<file path="src/rtl/fetch_unit_if.sv">
// Fetch-unit bundle: instruction memory port, decode-side queue handshake and execute redirect.
interface fetch_unit_if #(
   parameter int WIDTH = 32,
   parameter int DEPTH = 4
);
   localparam int FW = $clog2(DEPTH) + 1;

   logic [WIDTH-1:0] imem_addr;
   logic [31:0]      imem_data;

   logic             out_valid;
   logic             out_ready;
   logic [31:0]      out_instr;
   logic [WIDTH-1:0] out_pc;
   logic [FW-1:0]    fill;

   logic             redir_valid;
   logic             redir_branch;
   logic             redir_jump;
   logic             redir_zero;
   logic             redir_invertzero;
   logic [15:0]      redir_imm;
   logic [25:0]      redir_target;
   logic [WIDTH-1:0] redir_pc;

   logic             halted;

   modport master (
      output imem_addr, out_valid, out_instr, out_pc, fill, halted,
      input  imem_data, out_ready, redir_valid, redir_branch, redir_jump,
             redir_zero, redir_invertzero, redir_imm, redir_target, redir_pc
   );

   modport slave (
      input  imem_addr, out_valid, out_instr, out_pc, fill, halted,
      output imem_data, out_ready, redir_valid, redir_branch, redir_jump,
             redir_zero, redir_invertzero, redir_imm, redir_target, redir_pc
   );
endinterface

</file>
<file path="src/rtl/fetch_unit.sv">
// Instruction fetch front end: PC, DEPTH-entry fetch queue, BEQ/BNE/J redirect with flush.
// Fetch-to-output latency 1 cycle; PC stalls while the queue is full. HALT_ON_ZERO_EN stops fetch on a zero word.
module fetch_unit #(
   parameter int               WIDTH    = 32,
   parameter logic [WIDTH-1:0] RESET_PC = 32'h00400000,
   parameter int               DEPTH    = 4
) (
   input  logic          clock,
   input  logic          reset,
   fetch_unit_if.master  bus
);
   localparam int AW = $clog2(DEPTH);
   localparam int FW = AW + 1;

   typedef enum logic [1:0] {RUN, FULL, HALTED} state_e;

   state_e           state_q, state_d;
   logic [WIDTH-1:0] pc_q, pc_d;
   logic [AW-1:0]    rd_ptr_q, rd_ptr_d;
   logic [AW-1:0]    wr_ptr_q, wr_ptr_d;
   logic [FW-1:0]    fill_q, fill_d;

   logic [31:0]      instr_mem [DEPTH];
   logic [WIDTH-1:0] pc_mem    [DEPTH];

   logic             taken;
   logic             pop;
   logic             fetch_en;
   logic             halt_hit;
   logic             push;
   logic [WIDTH-1:0] pc4;
   logic [WIDTH-1:0] br_tgt;
   logic [WIDTH-1:0] j_tgt;
   logic [WIDTH-1:0] tgt;

   always_comb begin
      pc4    = bus.redir_pc + WIDTH'(4);
      br_tgt = pc4 + {{(WIDTH-18){bus.redir_imm[15]}}, bus.redir_imm, 2'b00};
      j_tgt  = {pc4[WIDTH-1:28], bus.redir_target, 2'b00};
      tgt    = bus.redir_jump ? j_tgt : br_tgt;
      taken  = bus.redir_valid &&
               (bus.redir_jump || (bus.redir_branch && (bus.redir_zero ^ bus.redir_invertzero)));
   end

   assign pop      = (fill_q != '0) && bus.out_ready;
   assign fetch_en = (state_q != HALTED) && ((fill_q != FW'(DEPTH)) || pop);

`ifdef HALT_ON_ZERO_EN
   assign halt_hit = fetch_en && (bus.imem_data == 32'h0);
`else
   assign halt_hit = 1'b0;
`endif

   // A taken redirect discards whatever was fetched this cycle.
   assign push = fetch_en && !halt_hit && !taken;

   always_comb begin
      state_d  = state_q;
      pc_d     = pc_q;
      rd_ptr_d = rd_ptr_q;
      wr_ptr_d = wr_ptr_q;
      fill_d   = fill_q;

      if (taken) begin
         pc_d     = tgt;
         rd_ptr_d = '0;
         wr_ptr_d = '0;
         fill_d   = '0;
         state_d  = RUN;
      end else begin
         if (pop) begin
            rd_ptr_d = rd_ptr_q + AW'(1);
         end
         if (push) begin
            pc_d     = pc_q + WIDTH'(4);
            wr_ptr_d = wr_ptr_q + AW'(1);
         end
         fill_d = fill_q + FW'(push) - FW'(pop);
         if (halt_hit || (state_q == HALTED)) begin
            state_d = HALTED;
         end else if (fill_d == FW'(DEPTH)) begin
            state_d = FULL;
         end else begin
            state_d = RUN;
         end
      end
   end

   always_ff @(posedge clock) begin
      if (reset) begin
         state_q  <= RUN;
         pc_q     <= RESET_PC;
         rd_ptr_q <= '0;
         wr_ptr_q <= '0;
         fill_q   <= '0;
      end else begin
         state_q  <= state_d;
         pc_q     <= pc_d;
         rd_ptr_q <= rd_ptr_d;
         wr_ptr_q <= wr_ptr_d;
         fill_q   <= fill_d;
      end
   end

   // Storage needs no reset: outputs are gated by fill_q.
   always_ff @(posedge clock) begin
      if (push) begin
         instr_mem[wr_ptr_q] <= bus.imem_data;
         pc_mem[wr_ptr_q]    <= pc_q;
      end
   end

   assign bus.imem_addr = pc_q;
   assign bus.out_valid = (fill_q != '0);
   assign bus.out_instr = (fill_q != '0) ? instr_mem[rd_ptr_q] : 32'h0;
   assign bus.out_pc    = (fill_q != '0) ? pc_mem[rd_ptr_q] : '0;
   assign bus.fill      = fill_q;

`ifdef HALT_ON_ZERO_EN
   assign bus.halted = (state_q == HALTED);
`else
   assign bus.halted = 1'b0;
`endif

endmodule
</file>
<file path="src/flat_wrapper.sv">
// flat-port wrapper written by rule: the top's interface ports become plain ports
module fetch_unit_flat 
#(
   parameter int               WIDTH    = 32,
   parameter logic [WIDTH-1:0] RESET_PC = 32'h00400000,
   parameter int               DEPTH    = 4
)
  (clock, reset, bus_imem_addr, bus_out_valid, bus_out_instr, bus_out_pc, bus_fill, bus_halted, bus_imem_data, bus_out_ready, bus_redir_valid, bus_redir_branch, bus_redir_jump, bus_redir_zero, bus_redir_invertzero, bus_redir_imm, bus_redir_target, bus_redir_pc);
  fetch_unit_if #(.WIDTH(WIDTH), .DEPTH(DEPTH)) bus_i ();
  input  logic clock;
  input  logic reset;
  output wire logic [$bits(bus_i.imem_addr)-1:0] bus_imem_addr;
  output wire logic [$bits(bus_i.out_valid)-1:0] bus_out_valid;
  output wire logic [$bits(bus_i.out_instr)-1:0] bus_out_instr;
  output wire logic [$bits(bus_i.out_pc)-1:0] bus_out_pc;
  output wire logic [$bits(bus_i.fill)-1:0] bus_fill;
  output wire logic [$bits(bus_i.halted)-1:0] bus_halted;
  input wire logic [$bits(bus_i.imem_data)-1:0] bus_imem_data;
  input wire logic [$bits(bus_i.out_ready)-1:0] bus_out_ready;
  input wire logic [$bits(bus_i.redir_valid)-1:0] bus_redir_valid;
  input wire logic [$bits(bus_i.redir_branch)-1:0] bus_redir_branch;
  input wire logic [$bits(bus_i.redir_jump)-1:0] bus_redir_jump;
  input wire logic [$bits(bus_i.redir_zero)-1:0] bus_redir_zero;
  input wire logic [$bits(bus_i.redir_invertzero)-1:0] bus_redir_invertzero;
  input wire logic [$bits(bus_i.redir_imm)-1:0] bus_redir_imm;
  input wire logic [$bits(bus_i.redir_target)-1:0] bus_redir_target;
  input wire logic [$bits(bus_i.redir_pc)-1:0] bus_redir_pc;
  assign bus_imem_addr = bus_i.imem_addr;
  assign bus_out_valid = bus_i.out_valid;
  assign bus_out_instr = bus_i.out_instr;
  assign bus_out_pc = bus_i.out_pc;
  assign bus_fill = bus_i.fill;
  assign bus_halted = bus_i.halted;
  assign bus_i.imem_data = bus_imem_data;
  assign bus_i.out_ready = bus_out_ready;
  assign bus_i.redir_valid = bus_redir_valid;
  assign bus_i.redir_branch = bus_redir_branch;
  assign bus_i.redir_jump = bus_redir_jump;
  assign bus_i.redir_zero = bus_redir_zero;
  assign bus_i.redir_invertzero = bus_redir_invertzero;
  assign bus_i.redir_imm = bus_redir_imm;
  assign bus_i.redir_target = bus_redir_target;
  assign bus_i.redir_pc = bus_redir_pc;
  fetch_unit #(.WIDTH(WIDTH), .RESET_PC(RESET_PC), .DEPTH(DEPTH)) u_core (.clock(clock), .reset(reset), .bus(bus_i));
endmodule
</file>
<file path="config.mk">
export PLATFORM = sky130hd
export DESIGN_NAME = fetch_unit_flat
export DESIGN_NICKNAME = d
export VERILOG_FILES = /design/src/rtl/fetch_unit_if.sv /design/src/rtl/fetch_unit.sv /design/src/flat_wrapper.sv
export SDC_FILE = /design/constraint.sdc
export NUM_CORES = 1
export LEC_CHECK = 0
export ABC_AREA = 0
export BUFFER_PORTS_ARGS = -buffer_cell sky130_fd_sc_hd__buf_2
export CELL_PAD_IN_SITES_DETAIL_PLACEMENT = 2
export CELL_PAD_IN_SITES_GLOBAL_PLACEMENT = 2
export CORE_AREA = 2 2 202 204
export CTS_CLUSTER_SIZE = 14
export DETAILED_ROUTE_END_ITERATION = 12
export DIE_AREA = 0 0 204 206
export PLACE_DENSITY_LB_ADDON = 0.1
export SYNTH_ARGS = -nofsm -noshare
export SYNTH_HDL_FRONTEND = slang
export SYNTH_SLANG_ARGS = --single-unit
</file>
<file path="constraint.sdc">
create_clock -name clock -period 3.9 [get_ports clock]
set_input_delay 0.39 -clock clock [delete_from_list [all_inputs] [get_ports clock]]
set_output_delay 0.39 -clock clock [all_outputs]
set_load 0.005 [all_outputs]
</file>
==> qor.log <==
[global_routing] antenna violations before repair 6
[cells_and_area] most frequent cells in the layout sky130_fd_sc_hd__edfxtp_1 (256), sky130_fd_sc_hd__buf_2 (213), sky130_fd_sc_hd__buf_4 (76)
[drt] detailed-route wire length per cell 22.6 um
[synth] Yosys reg bits 299
[worst_setup_path] R2R setup slack 0.75 ns
[worst_setup_path] gate family responsible for the most delay along the worst path compound AO/OA/AOI/OAI gates
[drt] routed via count 9,436
[placement] number of buffer cells added on primary ports 213
[power] Pint 6.69 mW
[drt] count of unresolved DRC violations after routing 0
[floorplan] Top-Level Pins 215
[run] reported max-cap violation count 0
[placement] pre-CTS setup slack -0.450 ns
[cts] worst-case clock buffer depth 3
[cts] insertion delay of the later-clocked pin in the worst-skew pair 0.56 ns
[cells_and_area] most frequent standard cell in the layout excluding fill and tap cells sky130_fd_sc_hd__edfxtp_1
[timing] unrepaired setup endpoints after global routing false
[power] Psw 2.64 mW
[drt] average vias per placed instance 5.12
[worst_setup_path] kind of critical path in -> reg
[worst_setup_path] count of buffering cells on the critical path with inverters included 1
[synth] post-synthesis async set-or-reset flop share 0
[cells_and_area] ratio of cells with drive above 1 in the final layout 0.323
[cts] CTS sink count 299
[global_routing] first-pass GRT wire length 63.9 mm
[worst_hold_path] Worst Hold Launch bus_imem_data[2]
[synth] post-synthesis cell type count 58
[synth] average cell area after synthesis 14.1 um2
[timing] slack of the critical path 0.274 ns
[worst_setup_path] Critical Path Start Type input port
[drt] post-detailed-route count of antenna-violating nets 0
[synth] post-synthesis share of cell area spent on full adders, half adders and majority gates 0.0400
[cts] library cell used as clock root buffer sky130_fd_sc_hd__clkbuf_16
[global_routing] total global routing track utilization 0.201
[worst_setup_path] CP endpoint kind register
[cells_and_area] total non-filler cell area in the finished layout 17,400 um2
[worst_hold_path] Worst Hold Depth 1
[timing] worst rel slew slack 0.332
[cts] Post CTS Setup Buffer Count 0
[global_routing] largest net degree at the start of global routing 66
[power] switching power share of the total 0.283
[timing] final period demand of the worst path 3.63 ns
[timing] final total negative setup slack 0 ns
[synth] Yosys warning total 0
[placement] post-detailed-placement cell area 16,400 um2
[floorplan] Std-Cell Rows 74
[global_routing] via count of the first global-routing pass 10,600
[synth] main combinational cell family by area after synthesis multiplexers
[synth] Syn Std Cell Area 14,100 um2
[timing] Worst Max-Slew Pin Slew 1.00 ns
[cts] CTS tree done
[synth] number of enable-type register cells in the synthesized netlist 256
[power] Leakage 6.61 nW
[cells_and_area] area grow syn2layout 23.3%
[worst_setup_path] required time at the endpoint of the critical path 4.37 ns
[placement] number of cells in the design after placement 1,784
[cells_and_area] Final Non-Filler Cells 1,844
[synth] basic-gate share of the synthesized area counting and, or, nand and nor cells 0.106
[timing] fin crit share 0.930
[worst_setup_path] delay contributed by the slowest stage of the critical path 0.53 ns
[floorplan] Die Y-Extent 206 um
[synth] Synth Flop Type sky130_fd_sc_hd__edfxtp_1
[synth] syn nets 1,160
[cts] number of buffers created by CTS 31
[cts] clock transition at the registers of the reported paths 0.06 ns
[worst_setup_path] count of cells along the worst register-to-register path 9
[worst_setup_path] end of the worst register-to-register path u_core.bus.imem_addr[31]
[power] power density normalized to cell area 535 nW/um2
[power] clock power share 0.319
[timing] maximum operating frequency 276 MHz
[drt] iteration-0 DRC count of the detailed router 384
[power] maximum ir drop on the vdd rail 0.294 mV
[floorplan] Total Die Area 42,000 um2
[synth] synthesized-area fraction occupied by ao, oa, aoi and oai cells 0.0742
[worst_hold_path] worst min-delay path class in -> reg
[drt] Routed WL 41.6 mm
[worst_setup_path] endpoint arrival time on the critical path 4.09 ns
[timing] hold violation count in the final report 0
[worst_setup_path] cells along the critical path buf_2, and3_1, and3_1, and2_1, nand2_1, nor2_2, nand2_1, xnor2_1, ha_1, a21o_1, a221o_1, a21o_1, a221o_1, nor2_2, o31ai_2, a31oi_1, mux4_2, a311oi_2
[placement] Placer Congestion 0.787
[floorplan] initial cell density of the core 0.352
[synth] sequential cell area fraction in the yosys report 0.604
[power] proportion of power drawn by combinational gates 0.237
[timing] setup skew after layout 0.00616 ns
[status] run status finished clean
[synth] Mapped Cells 1,002
[worst_setup_path] worst reg2reg startpoint u_core.bus.imem_addr[9]
[power] proportion of power drawn by flip-flops and latches 0.444
[cts] hold buffer count at cts 0
[floorplan] horizontal die dimension 204 um
[worst_setup_path] CP max-delay cell sky130_fd_sc_hd__mux4_2
[synth] XOR/XNOR share of the synthesized area 0.0514
[cts] H-tree level count 1
[cells_and_area] net count of the finished layout 1,443
[placement] post-detail-place hpwl 29.1 mm
[worst_hold_path] endpoint of the worst hold-timing path u_core.instr_mem[1][2]
[synth] mux share of post-synthesis cell area 0.107
[drt] detailed-router iteration count before antenna repair 4
[floorplan] standard cell core area 40,200 um2
[timing] final-report max-slew violation count 0
[timing] final setup violation count 0
[global_routing] total grt overflow 0
[worst_setup_path] maximum fanout along the worst path 3
-- routing by layer --
layer | share of wire | wire, um | track usage
met5 | 0.00065 | 27 | 0
met4 | 0.016 | 666 | 0.0461
met3 | 0.045 | 1890 | 0.0314
met2 | 0.51 | 21300 | 0.368
met1 | 0.43 | 17700 | 0.248
-- flip-flops by register name, summed over array words and instances, names as in the netlist, named ones only --
| name | count |
|---|---|
| u_core.instr_mem | 128 |
| u_core.pc_mem | 128 |
| u_core.bus.imem_addr | 32 |
| u_core.bus.fill | 3 |
| u_core.rd_ptr_q | 2 |
| u_core.state_q | 2 |
| u_core.wr_ptr_q | 2 |
-- cell families after synthesis --
group	count (synthesis)
xor gates and xnor gates	83
and+or+nand+nor	285
muxes	70
buffers and inverters	61
AOI/OAI and AO/OA	159
DFF	299
other	1
adders and majority gates	44
-- synthesized netlist by cell type, drive strengths merged, types with 4 or more instances --
cell type,count,area share
xnor2,47,0.029
nand3b,4,0.0021
and3,27,0.012
ha,42,0.037
and4,4,0.0025
nor3,8,0.0028
a31oi,5,0.0022
nand2,53,0.014
dfxtp,43,0.061
buf,12,0.0035
o211ai,6,0.0032
and2,73,0.032
nor2b,5,0.0022
clkbuf,32,0.0085
o21bai,7,0.0037
nand4,15,0.0066
a211oi,24,0.013
a21o,19,0.010
mux4,65,0.10
xor2,36,0.022
a21oi,48,0.017
edfxtp,256,0.54
nand3,30,0.011
mux2i,4,0.0028
inv,17,0.0045
nor2,51,0.014
o21ai,29,0.010
-- power groups by stage --
stage | registers [mW] | clock network, mW | logic, mW
after floorplan | 4.08 | 0 | 1.33
after global placement | 4.18 | 0 | 2.20
after detailed placement | 4.21 | 0 | 2.25
after CTS | 4.16 | 3.05 | 2.28
after global routing | 4.20 | 3.15 | 2.44
final | 4.14 | 2.97 | 2.21
-- timing repair --
item                                    in CTS  in global routing
resized for setup                            0                  3
endpoints found under the setup margin       0                  1
hold endpoints to repair                     0                  0
-- final cells by class --
type / instances / area, um2
multi-input combinational: 642 / 5400
sequential: 299 / 8560
fill: 4140 / 22700
tap: 532 / 666
inverter: 17 / 63.8
clock inverter: 20 / 213
timing repair buffer: 294 / 1740
clock buffer: 36 / 795
antenna: 4 / 10.0
-- through the flow --
stage | total power, mW | hold slack [ns] | utilization
3_5_place_dp | 6.47 | 0.518 | 0.408
5_1_grt | 9.79 | 0.0385 | 0.434
4_1_cts | 9.49 | 0.0229 | 0.433
2_1_floorplan | 5.41 | 0.485 | -
3_3_place_gp | 6.38 | 0.510 | 0.408
6_report | 9.32 | 0.0489 | 0.434
-- worst max path at each step --
| stage | from | endpoint | cells past startpoint |
|---|---|---|---|
| finish | bus_redir_pc[5] | u_core.bus.imem_addr[31] | 18 |
| global route | bus_redir_pc[5] | u_core.bus.imem_addr[31] | 18 |
| CTS | bus_redir_pc[5] | u_core.bus.imem_addr[31] | 18 |
| detailed placement | bus_redir_pc[5] | u_core.bus.imem_addr[31] | 18 |
| global placement | bus_redir_pc[5] | u_core.bus.imem_addr[31] | 18 |
| floorplan | bus_redir_pc[5] | u_core.bus.imem_addr[31] | 17 |
No activity file was read; power rests on OpenSTA's default activity.
